`config.mk`:
```
export PLATFORM = sky130hd
export DESIGN_NAME = zion_basic_circuit_lib_skid_dff_flat
export DESIGN_NICKNAME = d
export VERILOG_FILES = /design/src/rtl/zion_basic_circuit_lib_pkg.sv /design/src/rtl/zion_basic_circuit_lib_skid_dff_if.sv /design/src/rtl/zion_basic_circuit_lib_sync_en_dff.sv /design/src/rtl/zion_basic_circuit_lib_skid_dff.sv /design/src/flat_wrapper.sv
export SDC_FILE = /design/constraint.sdc
export NUM_CORES = 1
export LEC_CHECK = 0
export CAP_MARGIN = 15
export CORE_UTILIZATION = 45
export CTS_CLUSTER_SIZE = 14
export DETAILED_ROUTE_END_ITERATION = 10
export GPL_ROUTABILITY_DRIVEN = 1
export PLACE_DENSITY_LB_ADDON = 0.3
export RECOVER_POWER = 50
export SETUP_SLACK_MARGIN = 0.2
export SLEW_MARGIN = 20
export SYNTH_ARGS = -nofsm -noshare
export SYNTH_HDL_FRONTEND = slang
export SYNTH_SLANG_ARGS = --single-unit
```
`constraint.sdc`:
```
create_clock -name clk -period 1.5 [get_ports clk]
set_input_delay 0.45 -clock clk [delete_from_list [all_inputs] [get_ports clk]]
set_output_delay 0.45 -clock clk [all_outputs]
set_load 0.03 [all_outputs]
```
`src/rtl/zion_basic_circuit_lib_pkg.sv`:
```
// Shared types and helpers for the zion basic circuit library.
// Holds the skid-buffer state encoding and a saturating incrementer.
package zion_basic_circuit_lib_pkg;

  typedef enum logic [1:0] {
    EMPTY,
    BUSY,
    FULL
  } skid_state_e;

  // Saturating +1 on the low 'width' bits of val; counters wider than 32 bits are out of scope.
  function automatic logic [31:0] sat_inc(input logic [31:0] val, input int unsigned width);
    logic [31:0] max_val;
    max_val = (width >= 32) ? 32'hFFFF_FFFF : ((32'd1 << width) - 32'd1);
    return (val >= max_val) ? val : val + 32'd1;
  endfunction

endpackage

```
`src/rtl/zion_basic_circuit_lib_skid_dff_if.sv`:
```
// Valid/ready channel seen by the skid register slice: upstream and downstream handshakes.
// slave = the slice itself, master = the environment driving it.
interface zion_basic_circuit_lib_skid_dff_if #(
  parameter int WIDTH = 8
);
  logic             iVld;
  logic             oRdy;
  logic [WIDTH-1:0] iDat;
  logic             oVld;
  logic             iRdy;
  logic [WIDTH-1:0] oDat;

  modport slave (
    input  iVld, iDat, iRdy,
    output oRdy, oVld, oDat
  );

  modport master (
    output iVld, iDat, iRdy,
    input  oRdy, oVld, oDat
  );
endinterface

```
`src/rtl/zion_basic_circuit_lib_sync_en_dff.sv`:
```
// D flip-flop bank with enable and synchronous active-high reset to INI_DATA.
module zion_basic_circuit_lib_sync_en_dff #(
  parameter int               WIDTH    = 8,
  parameter logic [WIDTH-1:0] INI_DATA = '0
) (
  input  logic             clk,
  input  logic             rst,
  input  logic             en,
  input  logic [WIDTH-1:0] d,
  output logic [WIDTH-1:0] q
);

  logic [WIDTH-1:0] data_q;
  logic [WIDTH-1:0] data_d;

  always_comb begin
    data_d = data_q;
    if (en) data_d = d;
  end

  // NOTE: data registers are reset too, so oDat shows a known INI_DATA instead of X after reset.
  // NOTE: non-blocking assignment keeps every flop sampling pre-edge values.
  always_ff @(posedge clk) begin
    if (rst) data_q <= INI_DATA;
    else     data_q <= data_d;
  end

  assign q = data_q;

endmodule

```
`src/rtl/zion_basic_circuit_lib_skid_dff.sv`:
```
// Valid/ready register slice with a 2-entry skid buffer; all outputs come straight from flops.
// Optional stall counter port oStallCnt is enabled by defining ZION_SKID_DFF_STALL_CNT_EN.
module zion_basic_circuit_lib_skid_dff
  import zion_basic_circuit_lib_pkg::*;
#(
  parameter int               WIDTH     = 8,
  parameter logic [WIDTH-1:0] INI_DATA  = '0,
  parameter int               CNT_WIDTH = 16
) (
  input  logic                          clk,
  input  logic                          rst,
  zion_basic_circuit_lib_skid_dff_if.slave bus
`ifdef ZION_SKID_DFF_STALL_CNT_EN
  ,
  output logic [CNT_WIDTH-1:0]          oStallCnt
`endif
);

  if (WIDTH < 1) begin : g_bad_width
    $error("zion_basic_circuit_lib_skid_dff: WIDTH must be >= 1");
  end
  if (CNT_WIDTH < 1) begin : g_bad_cnt_width
    $error("zion_basic_circuit_lib_skid_dff: CNT_WIDTH must be >= 1");
  end

  skid_state_e      state_q, state_d;
  logic             vld_q, vld_d;
  logic             rdy_q, rdy_d;
  logic             up_acc;
  logic             out_en;
  logic             skid_en;
  logic             out_sel_skid;
  logic [WIDTH-1:0] out_d;
  logic [WIDTH-1:0] out_q;
  logic [WIDTH-1:0] skid_q;

  // NOTE: every always_comb output gets a default first so no path can infer a latch.
  always_comb begin
    state_d      = state_q;
    out_en       = 1'b0;
    skid_en      = 1'b0;
    out_sel_skid = 1'b0;
    up_acc       = bus.iVld && rdy_q;
    unique case (state_q)
      EMPTY: begin
        if (up_acc) begin
          out_en  = 1'b1;
          state_d = BUSY;
        end
      end
      BUSY: begin
        if (up_acc && bus.iRdy) begin
          out_en = 1'b1;
        end else if (up_acc) begin
          skid_en = 1'b1;
          state_d = FULL;
        end else if (bus.iRdy) begin
          state_d = EMPTY;
        end
      end
      FULL: begin
        if (bus.iRdy) begin
          out_en       = 1'b1;
          out_sel_skid = 1'b1;
          state_d      = BUSY;
        end
      end
      default: state_d = EMPTY;
    endcase
    // Both handshake outputs are registered copies of decodes of the next state.
    vld_d = (state_d != EMPTY);
    rdy_d = (state_d != FULL);
  end

  always_ff @(posedge clk) begin
    if (rst) begin
      state_q <= EMPTY;
      vld_q   <= 1'b0;
      rdy_q   <= 1'b0;
    end else begin
      state_q <= state_d;
      vld_q   <= vld_d;
      rdy_q   <= rdy_d;
    end
  end

  assign out_d = out_sel_skid ? skid_q : bus.iDat;

  zion_basic_circuit_lib_sync_en_dff #(
    .WIDTH    (WIDTH),
    .INI_DATA (INI_DATA)
  ) u_out_reg (
    .clk (clk),
    .rst (rst),
    .en  (out_en),
    .d   (out_d),
    .q   (out_q)
  );

  zion_basic_circuit_lib_sync_en_dff #(
    .WIDTH    (WIDTH),
    .INI_DATA (INI_DATA)
  ) u_skid_reg (
    .clk (clk),
    .rst (rst),
    .en  (skid_en),
    .d   (bus.iDat),
    .q   (skid_q)
  );

  assign bus.oVld = vld_q;
  assign bus.oRdy = rdy_q;
  assign bus.oDat = out_q;

`ifdef ZION_SKID_DFF_STALL_CNT_EN
  logic [CNT_WIDTH-1:0] stall_cnt_q, stall_cnt_d;

  always_comb begin
    stall_cnt_d = stall_cnt_q;
    if (vld_q && !bus.iRdy)
      stall_cnt_d = CNT_WIDTH'(sat_inc(32'(stall_cnt_q), CNT_WIDTH));
  end

  always_ff @(posedge clk) begin
    if (rst) stall_cnt_q <= '0;
    else     stall_cnt_q <= stall_cnt_d;
  end

  assign oStallCnt = stall_cnt_q;
`endif

endmodule
```
`src/flat_wrapper.sv`:
```
// flat-port wrapper written by rule: the top's interface ports become plain ports
module zion_basic_circuit_lib_skid_dff_flat import zion_basic_circuit_lib_pkg::*;
#(
  parameter int               WIDTH     = 8,
  parameter logic [WIDTH-1:0] INI_DATA  = '0,
  parameter int               CNT_WIDTH = 16
)
  (clk, rst, bus_iVld, bus_iDat, bus_iRdy, bus_oRdy, bus_oVld, bus_oDat);
  zion_basic_circuit_lib_skid_dff_if #(.WIDTH(WIDTH)) bus_i ();
  input  logic clk;
  input  logic rst;
  input wire logic [$bits(bus_i.iVld)-1:0] bus_iVld;
  input wire logic [$bits(bus_i.iDat)-1:0] bus_iDat;
  input wire logic [$bits(bus_i.iRdy)-1:0] bus_iRdy;
  output wire logic [$bits(bus_i.oRdy)-1:0] bus_oRdy;
  output wire logic [$bits(bus_i.oVld)-1:0] bus_oVld;
  output wire logic [$bits(bus_i.oDat)-1:0] bus_oDat;
  assign bus_i.iVld = bus_iVld;
  assign bus_i.iDat = bus_iDat;
  assign bus_i.iRdy = bus_iRdy;
  assign bus_oRdy = bus_i.oRdy;
  assign bus_oVld = bus_i.oVld;
  assign bus_oDat = bus_i.oDat;
  zion_basic_circuit_lib_skid_dff #(.WIDTH(WIDTH), .INI_DATA(INI_DATA), .CNT_WIDTH(CNT_WIDTH)) u_core (.clk(clk), .rst(rst), .bus(bus_i));
endmodule
```
== Word-level counts from Yosys, hierarchy flattened ==
Index checks and enable logic that the tools add are counted.
Word-level totals
  bits of input ports: 12
  output and inout port bits: 10
  word-level logic and storage cells: 26
  flip-flop bits (word level): 20
Cells by class
  reduce and logical (&&, ||, !) cells: 4
  muxes and demuxes: 14
  equality and inequality tests: 3
Operators by type and width (number)
  2-bit 2-to-1 mux: 5
  8-bit 2-to-1 mux: 1
  1-bit 2-to-1 mux: 6
  2-bit one-hot mux with 3 select lines: 1
  1-bit one-hot mux with 3 select lines: 1
  2-bit by 1-bit equality test with 1-bit output (second input constant): 1
  2-bit equality test (second input constant): 1
  1-bit logical AND: 2
  2-bit zero test: 1
  2-bit inequality test (second input constant): 1
  2-bit nonzero test: 1

== Longest topological paths before layout ==
  depth after elaboration: 5
  depth in mapped cells: 5
  mapped depth without buffers: 4

== Modules after synthesis ==
From an unflattened synthesis, not the netlist that was laid out.
Unflattened totals
  cells, all modules: 82
  area total of the unflattened synthesis: 865.8 um^2
Modules (own cells, without submodules)
  zion_basic_circuit_lib_sync_en_dff: seq. area each 160.2 um^2, cells each 26, times used 2, area an instance 285.3 um^2
  zion_basic_circuit_lib_skid_dff: seq. area each 80.1 um^2, cells each 30, times used 1, area an instance 295.3 um^2

== Worst setup path before layout ==
No wires, ideal clock.
  kind: reg2reg
  start: register u_core.rdy_q, in the netlist u_core.bus.oRdy
  end: register u_core.u_skid_reg.data_q[6], in the netlist u_core.u_skid_reg.q[6]
  clock period less this slack: 1.492 ns
  library setup time: 0.128 ns
  buffers on the path: 0
  required time: 1.372 ns
  path slack: 0.008 ns
  arrival: 1.365 ns
  stages on the path, launching flop included: 5
  cell sequence: dfxtp_1 -> nand2_1 -> nor3_4 -> mux2i_1 -> nor2_1
On the way
  longest elaborated chain between the ends: 4
  elaborated cells between the ends (all ways): 5
  those cells by class: mux: 3; reduce/logical: 2
RTL lines
  start: declaration: RTL line zion_basic_circuit_lib_skid_dff.sv:28  | logic rdy_q, rdy_d;
  start signal: assignment: RTL line zion_basic_circuit_lib_skid_dff.sv:83  | rdy_q <= rdy_d;
  1-bit logical AND *: RTL line zion_basic_circuit_lib_skid_dff.sv:43  | up_acc = bus.iVld && rdy_q;
  1-bit 2-to-1 mux / 1-bit logical AND (equally long branches): RTL line zion_basic_circuit_lib_skid_dff.sv:54, zion_basic_circuit_lib_skid_dff.sv:52
  1-bit 2-to-1 mux *: RTL line zion_basic_circuit_lib_skid_dff.sv:52  | if (up_acc && bus.iRdy) begin
  1-bit 2-to-1 mux *: RTL line zion_basic_circuit_lib_skid_dff.sv:44  | unique case (state_q)
  end signal: assignment: RTL line zion_basic_circuit_lib_sync_en_dff.sv:25  | else data_q <= data_d;
  end: declaration: RTL line zion_basic_circuit_lib_sync_en_dff.sv:13  | logic [WIDTH-1:0] data_q;
Mark *: on every way between the ends. The rest lies on a longest branch, timed or not.
A chain may end at the register's enable or synchronous reset.

== Worst setup path in the final report ==
  start: register u_core.state_q[1]
  end: register u_core.u_out_reg.data_q[0], in the netlist u_core.u_out_reg.q[0]
On the way
  longest elaborated chain between the ends: 3
  elaborated cells between the ends (all ways): 6
  those cells by class: eq/ne: 2; mux: 3; reduce/logical: 1
RTL lines
  start: declaration: RTL line zion_basic_circuit_lib_skid_dff.sv:26  | skid_state_e state_q, state_d;
  start signal: assignment: RTL line zion_basic_circuit_lib_skid_dff.sv:81  | state_q <= state_d;
  2-bit equality test: RTL line zion_basic_circuit_lib_skid_dff.sv:44
  1-bit 2-to-1 mux: RTL line zion_basic_circuit_lib_skid_dff.sv:44
  8-bit 2-to-1 mux: RTL line zion_basic_circuit_lib_skid_dff.sv:87  | assign out_d = out_sel_skid ? skid_q : bus.iDat;
  end signal: assignment: RTL line zion_basic_circuit_lib_sync_en_dff.sv:25
  end: declaration: RTL line zion_basic_circuit_lib_sync_en_dff.sv:13
Several ways; a longest one is shown, not always the timed one.

==> flow_summary_export.csv <==
group,metric,value,unit
global_route,grt_pass1_vias,651,
setup_path,critical-path-slowest-cell,"dfxtp_1",
pwr,p_leak,0.483,nW
sta,rsz0062_at_grt,"true",
global_route,antenna_found_initial,0,
logic_synthesis,ys_types,18,
sta,setup_tns,0,ns
clock_tree,clock-sinks,20,
cells_and_area,area_growth,45.2,%
clock_tree,cts_max_level,1,
sta,tightestPinTransition,0.234,ns
logic_synthesis,ys_seq_area_share,49.2,%
sta,maxSlewViolCount,0,
logic_synthesis,syn_nets,102,
logic_synthesis,synth_top_area_share,49.2,%
detailed_routing,drt_wl_total,1720,um
cells_and_area,design_area,1180,sq um
placement,place_inst,142,
placement,gp_congestion,0.787,
sta,max_slew_margin,84.4,%
setup_path,start_kind,"register",
setup_path,path_buf_inv,1,
cells_and_area,fillerInstances,143,
sta,fin_skew,0.00831,ns
setup_path,cp_cell_sequence,"and3b_1, and2_4, buf_4, nand2_1, a311oi_2",
sta,setup_slack,0.194,ns
cells_and_area,drive_gt1_share,31.1,%
cells_and_area,utilization,69.2,%
sta,min_period_over_period,87.1,%
die,die_x,44.5,um
logic_synthesis,ys.warnings.count,0,
pwr,power.total,1.17,mW
global_route,gr-total-overflow,0,
global_route,grt_usage,19.1,%
placement,place_area,1110,sq um
sta,max_freq,0.765,GHz
pwr,pwr_density_cell,993,nW/um^2
run_status,outcome,"complete, no violations",
setup_path,end_kind,"register",
setup_path,cp_max_fo,5,
clock_tree,clk-insertion-delay-late,0.31,ns
clock_tree,cts_buffer_depth,2,
cells_and_area,regArea,407,sq um
die,io-pin-count,22,
die,num_rows,15,
setup_path,crit_family,"simple AND/OR/NAND/NOR gates",
global_route,grt_pass1_wl,2750,um
sta,whs,0.490,ns
die,die_h,44.5,um
detailed_routing,vias,737,
die,core,1710,sq um
logic_synthesis,ys_seq_elements,20,
placement,dp_hpwl,1200,um
logic_synthesis,yosys.area.top_type,"dfxtp_1",
placement,portBuffers,21,
detailed_routing,antenna_left,0,
cells_and_area,nets,135,
die,die_area,1980,sq um
detailed_routing,post_drt_wl_per_cell,11.7,um
logic_synthesis,syn_area,815,sq um
setup_path,required,1.73,ns
logic_synthesis,syn_inst,90,
detailed_routing,drcViolationCount,0,
clock_tree,clock_tree.root_cell,"clkbuf_4",
sta,finalHoldViolCount,0,
detailed_routing,viasPerCell,5.01,
clock_tree,tritoncts.num_buffers,3,
sta,final.min_clock_period,1.31,ns
cells_and_area,fin_cells,147,
setup_path,cp.arrival,1.53,ns
setup_path,slowest_delay,0.38,ns
clock_tree,clkTransAtPathRegs,0.12,ns
cells_and_area,multiInputGateArea,413,sq um
detailed_routing,dr.pass1.iters,4,
clock_tree,tritoncts,"done",
flow_run,maxCapViolCount,0,
placement,pre_cts_ws,-0.306,ns
cells_and_area,diodes,0,
setup_path,critical_path_class,"register to register",
die,initial_core_util,47.7,%
sta,setup_viol,0,
detailed_routing,drt_iter0_drc,15,
logic_synthesis,synth_area_leaders,"dfxtp_1 49%, mux2i_1 9.8%, nor2_1 9.7%, a311oi_1 8.6%, nand2_1 8.3%",
hold_path,hold_path.class,"register to register",
global_route,grt_max_degree,18,
pwr,peakVddDrop,0.610,mV
logic_synthesis,avgSynthCellArea,9.05,sq um
## registers in the layout, summed over array words and instances, names as in the netlist
signal,flops
u_core.bus.oRdy,1
u_core.bus.oVld,1
u_core.state_q,2
u_core.u_out_reg.q,8
u_core.u_skid_reg.q,8
## power by group
part | switching, mW | internal (mW)
sequential | 0.0107 | 0.551
combinational | 0.0856 | 0.0851
clock | 0.172 | 0.270
## synth_stat cells
cell type	instances
nor3_1	1
clkbuf_1	2
nor2b_2	1
nor3_4	1
and3b_1	1
o21a_1	1
and2_1	1
mux2i_1	8
buf_4	1
nor2_1	21
xnor2_1	1
nand2_2	1
dfxtp_1	20
buf_6	1
a311oi_1	8
a21oi_1	2
nand2b_4	1
nand2_1	18
## cell families after synthesis
logic type / after synthesis / synth area share (%)
multiplexers: 8 / 9.83
AO/OA/AOI/OAI: 11 / 10.8
XOR/XNOR: 1 / 1.08
AND/OR/NAND/NOR: 46 / 26.0
flip-flops: 20 / 49.2
buffers and inverters: 4 / 3.23
## cell usage in the layout (no fill, tap or decap)
master	n
xnor2_1	1
nand2_1	18
mux2i_1	8
nand2b_1	1
dlygate4sd2_1	2
nor3_1	1
and2_4	1
dfxtp_2	5
buf_2	1
clkdlybuf4s50_1	9
clkbuf_2	1
a311oi_2	4
and3b_1	1
nand2_4	1
clkbuf_4	3
a311oi_1	4
o21a_1	1
nor2b_2	1
nor2_1	21
nor3_4	1
bufinv_16	1
buf_6	5
a21oi_1	2
dfxtp_1	15
buf_4	14
## path summary, 6_finish.rpt
path	startpoint	to	slack [ns]	cells after the start
max	u_core.state_q[1]	u_core.u_out_reg.q[0]	0.19	5
min	u_core.u_out_reg.q[7]	u_core.u_out_reg.q[7]	0.49	2
max reg2reg	u_core.state_q[1]	u_core.u_out_reg.q[0]	0.19	5
min reg2reg	u_core.u_out_reg.q[7]	u_core.u_out_reg.q[7]	0.49	2
## tightest hold or removal path, stage by stage (launching register included)
cell and delay [ns]:
dfxtp_2 0.33, nand2_1 0.05, a311oi_1 0.08
## metal layers
layer / vias up / track usage [%] / share of wire [%] / wire length (um)
li1: 372 / - / - / -
met1: 346 / 22.8 / 44 / 765
met2: 15 / 31.5 / 50 / 860
met3: 4 / 6.53 / 4.2 / 73
met4: 0 / 7.27 / 1.4 / 24
met5: - / 0 / 0 / 0
## layout make-up
cell class | instances | area share, %
clock buffers | 3 | 1.90
clock inverters | 1 | 2.54
multi-input cells | 66 | 34.9
flip-flops and latches | 20 | 34.4
well taps | 25 | 2.65
repair buffers | 32 | 23.6
## timing repair
action / in CTS / in global routing
setup endpoints to repair: 27 / 21
pin swaps: 4 / 1
resized for setup: 59 / 23
hold buffers: 0 / 0
hold endpoints to repair: 0 / 0
buffers inserted: 1 / 0
Note: power is estimated with default switching activity, not from simulation.
